`src/rtl/temp_conv_pkg.sv`:
```
// temp_conv_pkg
// Shared types and constants for the temperature-converter arbiter:
//   - state_e    : arbiter FSM states (IDLE, LOOKUP, WAIT, RESP)
//   - UNIT_C/F   : unit-select encoding shared by requesters and converter
//   - *_DEF      : default legal input ranges (Celsius 0..100, Fahrenheit 32..212)
//   - in_range() : legality check of an input temperature for its unit
//   - clamp_temp(): pull an out-of-range input onto the nearest legal bound
package temp_conv_pkg;

  typedef enum logic [1:0] {
    IDLE   = 2'd0,
    LOOKUP = 2'd1,
    WAIT   = 2'd2,
    RESP   = 2'd3
  } state_e;

  // 1 = input is Celsius (convert to F), 0 = input is Fahrenheit (convert to C)
  localparam logic UNIT_C = 1'b1;
  localparam logic UNIT_F = 1'b0;

  localparam logic [7:0] C_MIN_DEF = 8'd0;
  localparam logic [7:0] C_MAX_DEF = 8'd100;
  localparam logic [7:0] F_MIN_DEF = 8'd32;
  localparam logic [7:0] F_MAX_DEF = 8'd212;

  function automatic logic in_range(input logic [7:0] temp, input logic unit,
                                    input logic [7:0] c_min, input logic [7:0] c_max,
                                    input logic [7:0] f_min, input logic [7:0] f_max);
    if (unit == UNIT_C) return (temp >= c_min) && (temp <= c_max);
    else                return (temp >= f_min) && (temp <= f_max);
  endfunction

  function automatic logic [7:0] clamp_temp(input logic [7:0] temp, input logic unit,
                                            input logic [7:0] c_min, input logic [7:0] c_max,
                                            input logic [7:0] f_min, input logic [7:0] f_max);
    logic [7:0] lo;
    logic [7:0] hi;
    lo = (unit == UNIT_C) ? c_min : f_min;
    hi = (unit == UNIT_C) ? c_max : f_max;
    if (temp < lo)      return lo;
    else if (temp > hi) return hi;
    else                return temp;
  endfunction

endpackage

```
`src/rtl/temp_conv_arbiter_rr_arb2.sv`:
```
// rr_arb2
// Two-way round-robin grant. A lone valid is always granted; with both valid
// the requester that was not granted last time wins. last_grant only moves
// when update_i signals that the current grant was actually taken.
// Ports:
//   clk, rst   : clock, asynchronous active-high reset (last_grant -> 1)
//   valid_i[1:0]: request lines, bit N = requester N
//   update_i   : current grant accepted; record its winner as last_grant
//   grant_o[1:0]: one-hot grant (0 when nothing is valid)
module rr_arb2 (
  input  logic       clk,
  input  logic       rst,
  input  logic [1:0] valid_i,
  input  logic       update_i,
  output logic [1:0] grant_o
);

  logic last_grant_q;
  logic last_grant_d;

  // NOTE: every always_comb output gets a default first so no path can leave it
  // unassigned -- that is what keeps a latch from being inferred.
  always_comb begin
    grant_o = 2'b00;
    unique case (valid_i)
      2'b01:   grant_o = 2'b01;
      2'b10:   grant_o = 2'b10;
      2'b11:   grant_o = last_grant_q ? 2'b01 : 2'b10;
      default: grant_o = 2'b00;
    endcase
    last_grant_d = update_i ? grant_o[1] : last_grant_q;
  end

  // Reset to 1 so requester 0 wins the first contested round.
  // NOTE: state registers use non-blocking assignments so every flop samples
  // its pre-edge inputs, independent of statement order.
  always_ff @(posedge clk or posedge rst) begin
    if (rst) last_grant_q <= 1'b1;
    else     last_grant_q <= last_grant_d;
  end

endmodule

```
`src/rtl/temp_conv_arbiter.sv`:
```
// temp_conv_arbiter
// Shares one ROM-based temperature converter between two requesters. A request
// is accepted in IDLE, range-checked, presented to the converter (LOOKUP), the
// converter's read latency is waited out (WAIT), and the result is returned
// with the requester id on a valid/ready response channel (RESP).
// Build option: TEMP_CONV_CLAMP_EN -- when defined, out-of-range inputs are
// clamped to the nearest legal bound and converted normally (resp_err = 1);
// when undefined they bypass the converter with resp_temp = 0, resp_err = 1.
// Ports:
//   CLK, RST                 : clock, asynchronous active-high reset
//   reqN_valid/ready/temp/unit: requester N channel (unit 1 = Celsius)
//   resp_valid/ready/temp/id/err: response channel
//   conv_temp, conv_unit     : registered converter inputs
//   conv_out                 : converter registered output
//   busy                     : FSM not in IDLE
module temp_conv_arbiter
  import temp_conv_pkg::*;
#(
  parameter logic [7:0] C_MIN   = C_MIN_DEF,
  parameter logic [7:0] C_MAX   = C_MAX_DEF,
  parameter logic [7:0] F_MIN   = F_MIN_DEF,
  parameter logic [7:0] F_MAX   = F_MAX_DEF,
  parameter int         ROM_LAT = 1  // converter read latency, must be >= 1
) (
  input  logic       CLK,
  input  logic       RST,
  input  logic       req0_valid,
  output logic       req0_ready,
  input  logic [7:0] req0_temp,
  input  logic       req0_unit,
  input  logic       req1_valid,
  output logic       req1_ready,
  input  logic [7:0] req1_temp,
  input  logic       req1_unit,
  output logic       resp_valid,
  input  logic       resp_ready,
  output logic [7:0] resp_temp,
  output logic       resp_id,
  output logic       resp_err,
  output logic [7:0] conv_temp,
  output logic       conv_unit,
  input  logic [7:0] conv_out,
  output logic       busy
);

  localparam int                CNT_W    = (ROM_LAT > 1) ? $clog2(ROM_LAT) : 1;
  localparam logic [CNT_W-1:0] CNT_LOAD = CNT_W'(ROM_LAT - 1);

  state_e           state_q, state_d;
  logic [CNT_W-1:0] cnt_q, cnt_d;
  logic [7:0]       conv_temp_q, conv_temp_d;
  logic             conv_unit_q, conv_unit_d;
  logic [7:0]       resp_temp_q, resp_temp_d;
  logic             resp_id_q, resp_id_d;
  logic             resp_err_q, resp_err_d;

  logic [1:0] grant;
  logic       accept;
  logic [7:0] sel_temp;
  logic       sel_unit;
  logic       legal;

  // Grant is only honoured in IDLE; outside IDLE request inputs are ignored.
  assign accept   = (state_q == IDLE) && (req0_valid || req1_valid);
  assign sel_temp = grant[1] ? req1_temp : req0_temp;
  assign sel_unit = grant[1] ? req1_unit : req0_unit;
  assign legal    = in_range(sel_temp, sel_unit, C_MIN, C_MAX, F_MIN, F_MAX);

  rr_arb2 u_arb (
    .clk      (CLK),
    .rst      (RST),
    .valid_i  ({req1_valid, req0_valid}),
    .update_i (accept),
    .grant_o  (grant)
  );

  always_comb begin
    state_d     = state_q;
    cnt_d       = cnt_q;
    conv_temp_d = conv_temp_q;
    conv_unit_d = conv_unit_q;
    resp_temp_d = resp_temp_q;
    resp_id_d   = resp_id_q;
    resp_err_d  = resp_err_q;

    unique case (state_q)
      IDLE: begin
        if (accept) begin
          resp_id_d = grant[1];
          if (legal) begin
            conv_temp_d = sel_temp;
            conv_unit_d = sel_unit;
            resp_err_d  = 1'b0;
            state_d     = LOOKUP;
          end else begin
`ifdef TEMP_CONV_CLAMP_EN
            // Convert the nearest legal value; resp_err flags the clamping.
            conv_temp_d = clamp_temp(sel_temp, sel_unit, C_MIN, C_MAX, F_MIN, F_MAX);
            conv_unit_d = sel_unit;
            resp_err_d  = 1'b1;
            state_d     = LOOKUP;
`else
            // Converter is left alone; answer immediately with an error.
            resp_temp_d = 8'd0;
            resp_err_d  = 1'b1;
            state_d     = RESP;
`endif
          end
        end
      end
      LOOKUP: begin
        // Converter samples conv_temp/conv_unit at the end of this cycle.
        cnt_d   = CNT_LOAD;
        state_d = WAIT;
      end
      WAIT: begin
        if (cnt_q == '0) begin
          resp_temp_d = conv_out;
          state_d     = RESP;
        end else begin
          cnt_d = cnt_q - 1'b1;
        end
      end
      RESP: begin
        if (resp_ready) state_d = IDLE;
      end
      default: state_d = IDLE;
    endcase
  end

  always_ff @(posedge CLK or posedge RST) begin
    if (RST) begin
      state_q     <= IDLE;
      cnt_q       <= '0;
      conv_temp_q <= 8'd0;
      conv_unit_q <= 1'b0;
      resp_temp_q <= 8'd0;
      resp_id_q   <= 1'b0;
      resp_err_q  <= 1'b0;
    end else begin
      state_q     <= state_d;
      cnt_q       <= cnt_d;
      conv_temp_q <= conv_temp_d;
      conv_unit_q <= conv_unit_d;
      resp_temp_q <= resp_temp_d;
      resp_id_q   <= resp_id_d;
      resp_err_q  <= resp_err_d;
    end
  end

  assign req0_ready = (state_q == IDLE) && grant[0] && req0_valid;
  assign req1_ready = (state_q == IDLE) && grant[1] && req1_valid;
  assign resp_valid = (state_q == RESP);
  assign resp_temp  = resp_temp_q;
  assign resp_id    = resp_id_q;
  assign resp_err   = resp_err_q;
  assign conv_temp  = conv_temp_q;
  assign conv_unit  = conv_unit_q;
  assign busy       = (state_q != IDLE);

endmodule

```
`config.mk`:
```
export PLATFORM = sky130hd
export DESIGN_NAME = temp_conv_arbiter
export DESIGN_NICKNAME = d
export VERILOG_FILES = /design/src/rtl/temp_conv_pkg.sv /design/src/rtl/temp_conv_arbiter_rr_arb2.sv /design/src/rtl/temp_conv_arbiter.sv
export SDC_FILE = /design/constraint.sdc
export NUM_CORES = 1
export LEC_CHECK = 0
export BUFFER_PORTS_ARGS = -buffer_cell sky130_fd_sc_hd__buf_2
export CAP_MARGIN = 10
export CELL_PAD_IN_SITES_DETAIL_PLACEMENT = 2
export CELL_PAD_IN_SITES_GLOBAL_PLACEMENT = 2
export CORE_MARGIN = 5
export CORE_UTILIZATION = 27
export CTS_CLUSTER_DIAMETER = 120
export DETAILED_ROUTE_END_ITERATION = 8
export PLACE_DENSITY_LB_ADDON = 0.1
export SKIP_LAST_GASP = 1
export SLEW_MARGIN = 20
export SYNTH_ARGS = -nofsm -noshare
export SYNTH_HDL_FRONTEND = slang
export SYNTH_SLANG_ARGS = --single-unit
```
`constraint.sdc`:
```
create_clock -name CLK -period 2.66 [get_ports CLK]
set_input_delay 0.532 -clock CLK [delete_from_list [all_inputs] [get_ports CLK]]
set_output_delay 0.532 -clock CLK [all_outputs]
set_load 0.05 [all_outputs]
```
---- Yosys cells after proc, flatten, opt, wreduce, memory -nomap -nowiden ----
Index checks and enable logic that the tools add are counted.
word-level totals
  bits in registers ....................... 23
  word-level logic and storage cells ...... 56
operators by class
  $add $sub $neg .......................... 1
  order comparisons ....................... 4
  equal/unequal tests ..................... 10
  mux-type cells .......................... 17
  reductions and logical operators ........ 16
operators with widths
  cell                                                                   count
  8-bit 2-to-1 mux                                                       4
  8-bit case mux with 2 select lines                                     1
  2-bit 2-to-1 mux                                                       5
  2-bit == test, second input constant                                   4
  8-bit by 1-bit >= comparator with 1-bit output, second input constant  1
  8-bit by 6-bit >= comparator with 1-bit output, second input constant  1
  8-bit by 7-bit <= comparator with 1-bit output, second input constant  1
  8-bit <= comparator, second input constant                             1
  2-bit case mux with 4 select lines                                     1
  1-bit logical AND                                                      7
  2-bit case mux with 3 select lines                                     1
  3-bit AND reduction                                                    2
  2-bit nonzero test                                                     3
  2-bit by 1-bit == test with 1-bit output, second input constant        2
  1-bit 2-to-1 mux                                                       4
  2-bit by 1-bit != test with 1-bit output, second input constant        2
  2-bit != test, second input constant                                   2
  4-bit AND reduction                                                    1
  2-bit logical NOT                                                      1
  1-bit case mux with 2 select lines                                     1
  2-bit AND reduction                                                    1
  1-bit logical OR                                                       1
  1-bit subtractor, second input constant                                1

---- Logic depth before layout (Yosys ltp) ----
  depth in word-level cells ............... 9
  gate-level depth with buffers ........... 8

---- Hierarchy ----
Synthesis repeated with hierarchy kept, for this count alone.
second synthesis, totals
  cells, all modules ...................... 109
  area, all modules ....................... 1172.4 um2
by module, submodules not included
  module             times used  cells each  area an instance (um2)  seq. area each (um2)
  temp_conv_arbiter  1           103         1104.8                  525.5
  rr_arb2            1           6           67.6                    26.3

---- Worst setup path after synthesis ----
Ideal clock, no wire load.
  kind .................................... flip-flop to flip-flop
  from .................................... register state_q[0]
  to ...................................... register conv_temp_q[0] (netlist: conv_temp[0])
  setup time .............................. 125 ps
  data arrival time ....................... 2196 ps
  required time ........................... 2535 ps
  path slack .............................. 339 ps
  stages on the path, launching flop included .. 9
  buffers on the path ..................... 1
  cells stage by stage .................... dfrtp_1 > inv_1 > ha_1 > inv_1 > a211o_1 > o31a_1 > or3_1 > buf_6 > mux2_4
between the ends
  word-level cells in the longest chain between the ends .. 3
ends and longest elaborated chain
  element                            RTL line                                          source
  start: declaration                 temp_conv_arbiter.sv:49                           state_e state_q, state_d;
  start signal: assignment           temp_conv_arbiter.sv:141                          state_q <= state_d;
  2-bit logical NOT (*)              temp_conv_arbiter.sv:64, temp_conv_arbiter.sv:86
  1-bit logical AND                  temp_conv_arbiter.sv:64                           assign accept = (state_q == IDLE) && (req0_valid || req1_valid);
  3-bit AND reduction (no line) (*)  --
  end signal: assignment             temp_conv_arbiter.sv:143                          conv_temp_q <= conv_temp_d;
  end: declaration                   temp_conv_arbiter.sv:51                           logic [7:0] conv_temp_q, conv_temp_d;
Every way passes the cells marked *; elsewhere a longest branch is shown, timed or not.
A chain may end at the register's enable or synchronous reset.

---- Final worst setup path ----
  from .................................... register state_q[0]
  to ...................................... register conv_temp_q[3] (netlist: conv_temp[3])
Same word-level chain as after synthesis.

==> flow_summary.ini <==
[synth]
ys_types = 32
seq_area_frac_synth_pct = 46.7
ys_ff_latch = 22
syn_area_per_cell_um2 = 11.5
synth_nets = 137
synthCells = 103
synth_area_mm2 = 0.00118
yosysWarnings = 0

[sta]
rsz0062_at_grt = no
drv_slew = 0
finalSetupViolCount = 0
fin_crit_sh_pct = 88.4
layout_min_cycle_time_ns = 2.35
fmax_mhz = 425
hold_viol_final = 0
skew_ns = 0.00476
finalSetupTns_ns = 0
slew_headroom_pct = 40.6
worst_pin_slew_ns = 0.889

[final_layout]
n_antenna_cell = 0
area_growth_pct = 31.9
layout_common_cells = buf_2, dfrtp_1, a22o_1, mux2_4, inv_1
layout-drive-gt1-share_pct = 48.4
multi_input_area_um2 = 587
nFillCells = 481
mostFrequentLayoutCell = buf_2
fin_nets = 194
register_area_um2 = 552
fin_cells = 211

[power]
pwr-share-comb_pct = 61.5
pwr-share-seq_pct = 28.1
p_leak_nw = 0.817
power_switching_w = 0.00110
cellPowerDensity_mw_per_mm2 = 1360
internal_power_w = 0.00102
swShare_pct = 51.9
vdd.ir_drop.worst_v = 0.000434
clock_power_share_pct = 10.4

[routing]
dr.pass1.iters = 4
via_count = 1057
ant_nets = 0
drt_iter0_drc = 35
routed_wl_mm = 3.68
viasPerCell = 5.01
drc = 0
routedWlPerCell_um = 17.4

[die]
start_util_pct = 27.5
die_y_um = 76.2
dieArea_mm2 = 0.00580
coreArea_mm2 = 0.00429
die-width_um = 76.2
rows = 24
io_pins = 54

[clock_tree]
cts_tree = yes
cts.clk_slew.worst_paths_ns = 0.08
clock_latency_ns = 0.27
cts_buffer_depth = 2
hold_buffers = 0
cts_resized = 0
cts_buffers = 3
ctsRootBufferMaster = clkbuf_8
cts.sinks = 22
postCtsSetupRepairBufs = 0
h-tree-depth = 1

[grt]
grt_pass1_vias = 1232
gr-total-overflow = 0
antenna_found_initial = 0
grt_max_degree = 23
grt_pass1_wl_mm = 6.22
grt_usage_pct = 13.2

[worst_setup_path]
worstSetupEndpointType = register
critPathKind = reg -> reg
arrival_ns = 2.51
crit_fanout = 10
startpoint_type = register
required_ns = 2.82

[status]
outcome = finished clean

[job]
cap_violations = 0

[placement]
hpwl_mm = 2.97
placed_cells = 207
gp_congestion = 0.686
portBuffers = 53

[worst_hold_path]
worstHoldPathType = in -> async
-- flip-flops by register name, indices dropped and copies added, names as in the netlist --
signal,count
u_arb.last_grant_q,1
state_q,2
conv_temp,8
resp_temp,8
resp_id,1
conv_unit,1
resp_err,1
-- worst paths after layout --
kind,startpoint,endpoint,slack [ns],cells after the start
worst max-delay path,state_q[0],conv_temp[3],0.31,7
worst min register to register,resp_temp[3],resp_temp[3],0.50,1
worst min-delay path,RST,resp_temp[1],0.44,2
min in group CLK,req0_valid,u_arb.last_grant_q,0.48,2
worst max register to register,state_q[0],conv_temp[3],0.31,7
max in group asynchronous,RST,state_q[1],1.67,2
-- metal layers --
metal / vias to the layer above / wire, um / track usage [%]
li1: 493 / - / -
met1: 522 / 1690 / 16.7
met2: 36 / 1720 / 21.4
met3: 6 / 221 / 4.26
met4: 0 / 50 / 4.20
met5: - / 0 / 0
-- power groups by stage --
stage | Combinational, W | Clock, W | Sequential [W]
finish | 0.00130 | 0.000221 | 0.000594
detailed placement | 0.00132 | 0 | 0.000598
CTS | 0.00132 | 0.000228 | 0.000600
global placement | 0.00128 | 0 | 0.000595
global route | 0.00139 | 0.000246 | 0.000621
floorplan | 0.000544 | 0 | 0.00104
-- kinds of logic after synthesis --
group | after synthesis | synth area share [%]
compound gates | 33 | 20.8
flops | 22 | 46.7
simple gates | 18 | 7.09
mux | 16 | 18.1
buf+inv | 11 | 4.13
fa+ha+maj | 3 | 3.17
-- critical path, stage by stage (launching register included) --
cell and delay, ns:
dfrtp_1 0.38, inv_1 0.10, ha_1 0.28, inv_1 0.12, a211o_1 0.25, o31a_1 0.29, or3_4 0.49, mux2_4 0.33
-- through the flow --
stage	utilization (%)	worst slack (ns)	area (um^2)	hold WS, ns	power, W
3_3_place_gp	35.1	0.188	1510	0.475	0.00188
3_5_place_dp	35.1	0.102	1510	0.480	0.00192
5_1_grt	36.3	0.0921	1560	0.484	0.00225
6_report	36.3	0.308	1560	0.437	0.00212
2_1_floorplan	-	0.339	1180	0.500	0.00159
4_1_cts	36.2	0.0797	1550	0.473	0.00215
-- Yosys cell counts (all sizes together) --
master	number	area, um^2
nand3	1	5.00
nand4	1	6.26
or3	1	6.26
nor4	1	6.26
o211a	1	10.0
and2	1	6.26
nor2	5	18.8
dfstp	1	26.3
inv	8	30.0
a21o	2	15.0
o21a	2	15.0
o221ai	1	8.76
a21boi	1	11.3
nor3	1	5.00
a311oi	1	8.76
o31a	1	8.76
o31ai	1	7.51
buf	1	11.3
a31oi	3	18.8
dfrtp	21	526
mux2	16	214
o211ai	1	7.51
a211o	1	8.76
a22oi	1	7.51
clkbuf	2	7.51
or4	1	7.51
o21ai	4	20.0
a21oi	4	20.0
ha	3	37.5
a22o	9	78.8
nand2	6	22.5
-- final cells by class --
type	count	share of cell area, %
Multi-Input combinational cell	70	37.6
Sequential cell	22	35.4
Timing Repair Buffer	55	18.0
Tap cell	52	4.17
Clock buffer	4	2.89
Inverter	8	1.93
(Power assumes the default switching activity.)
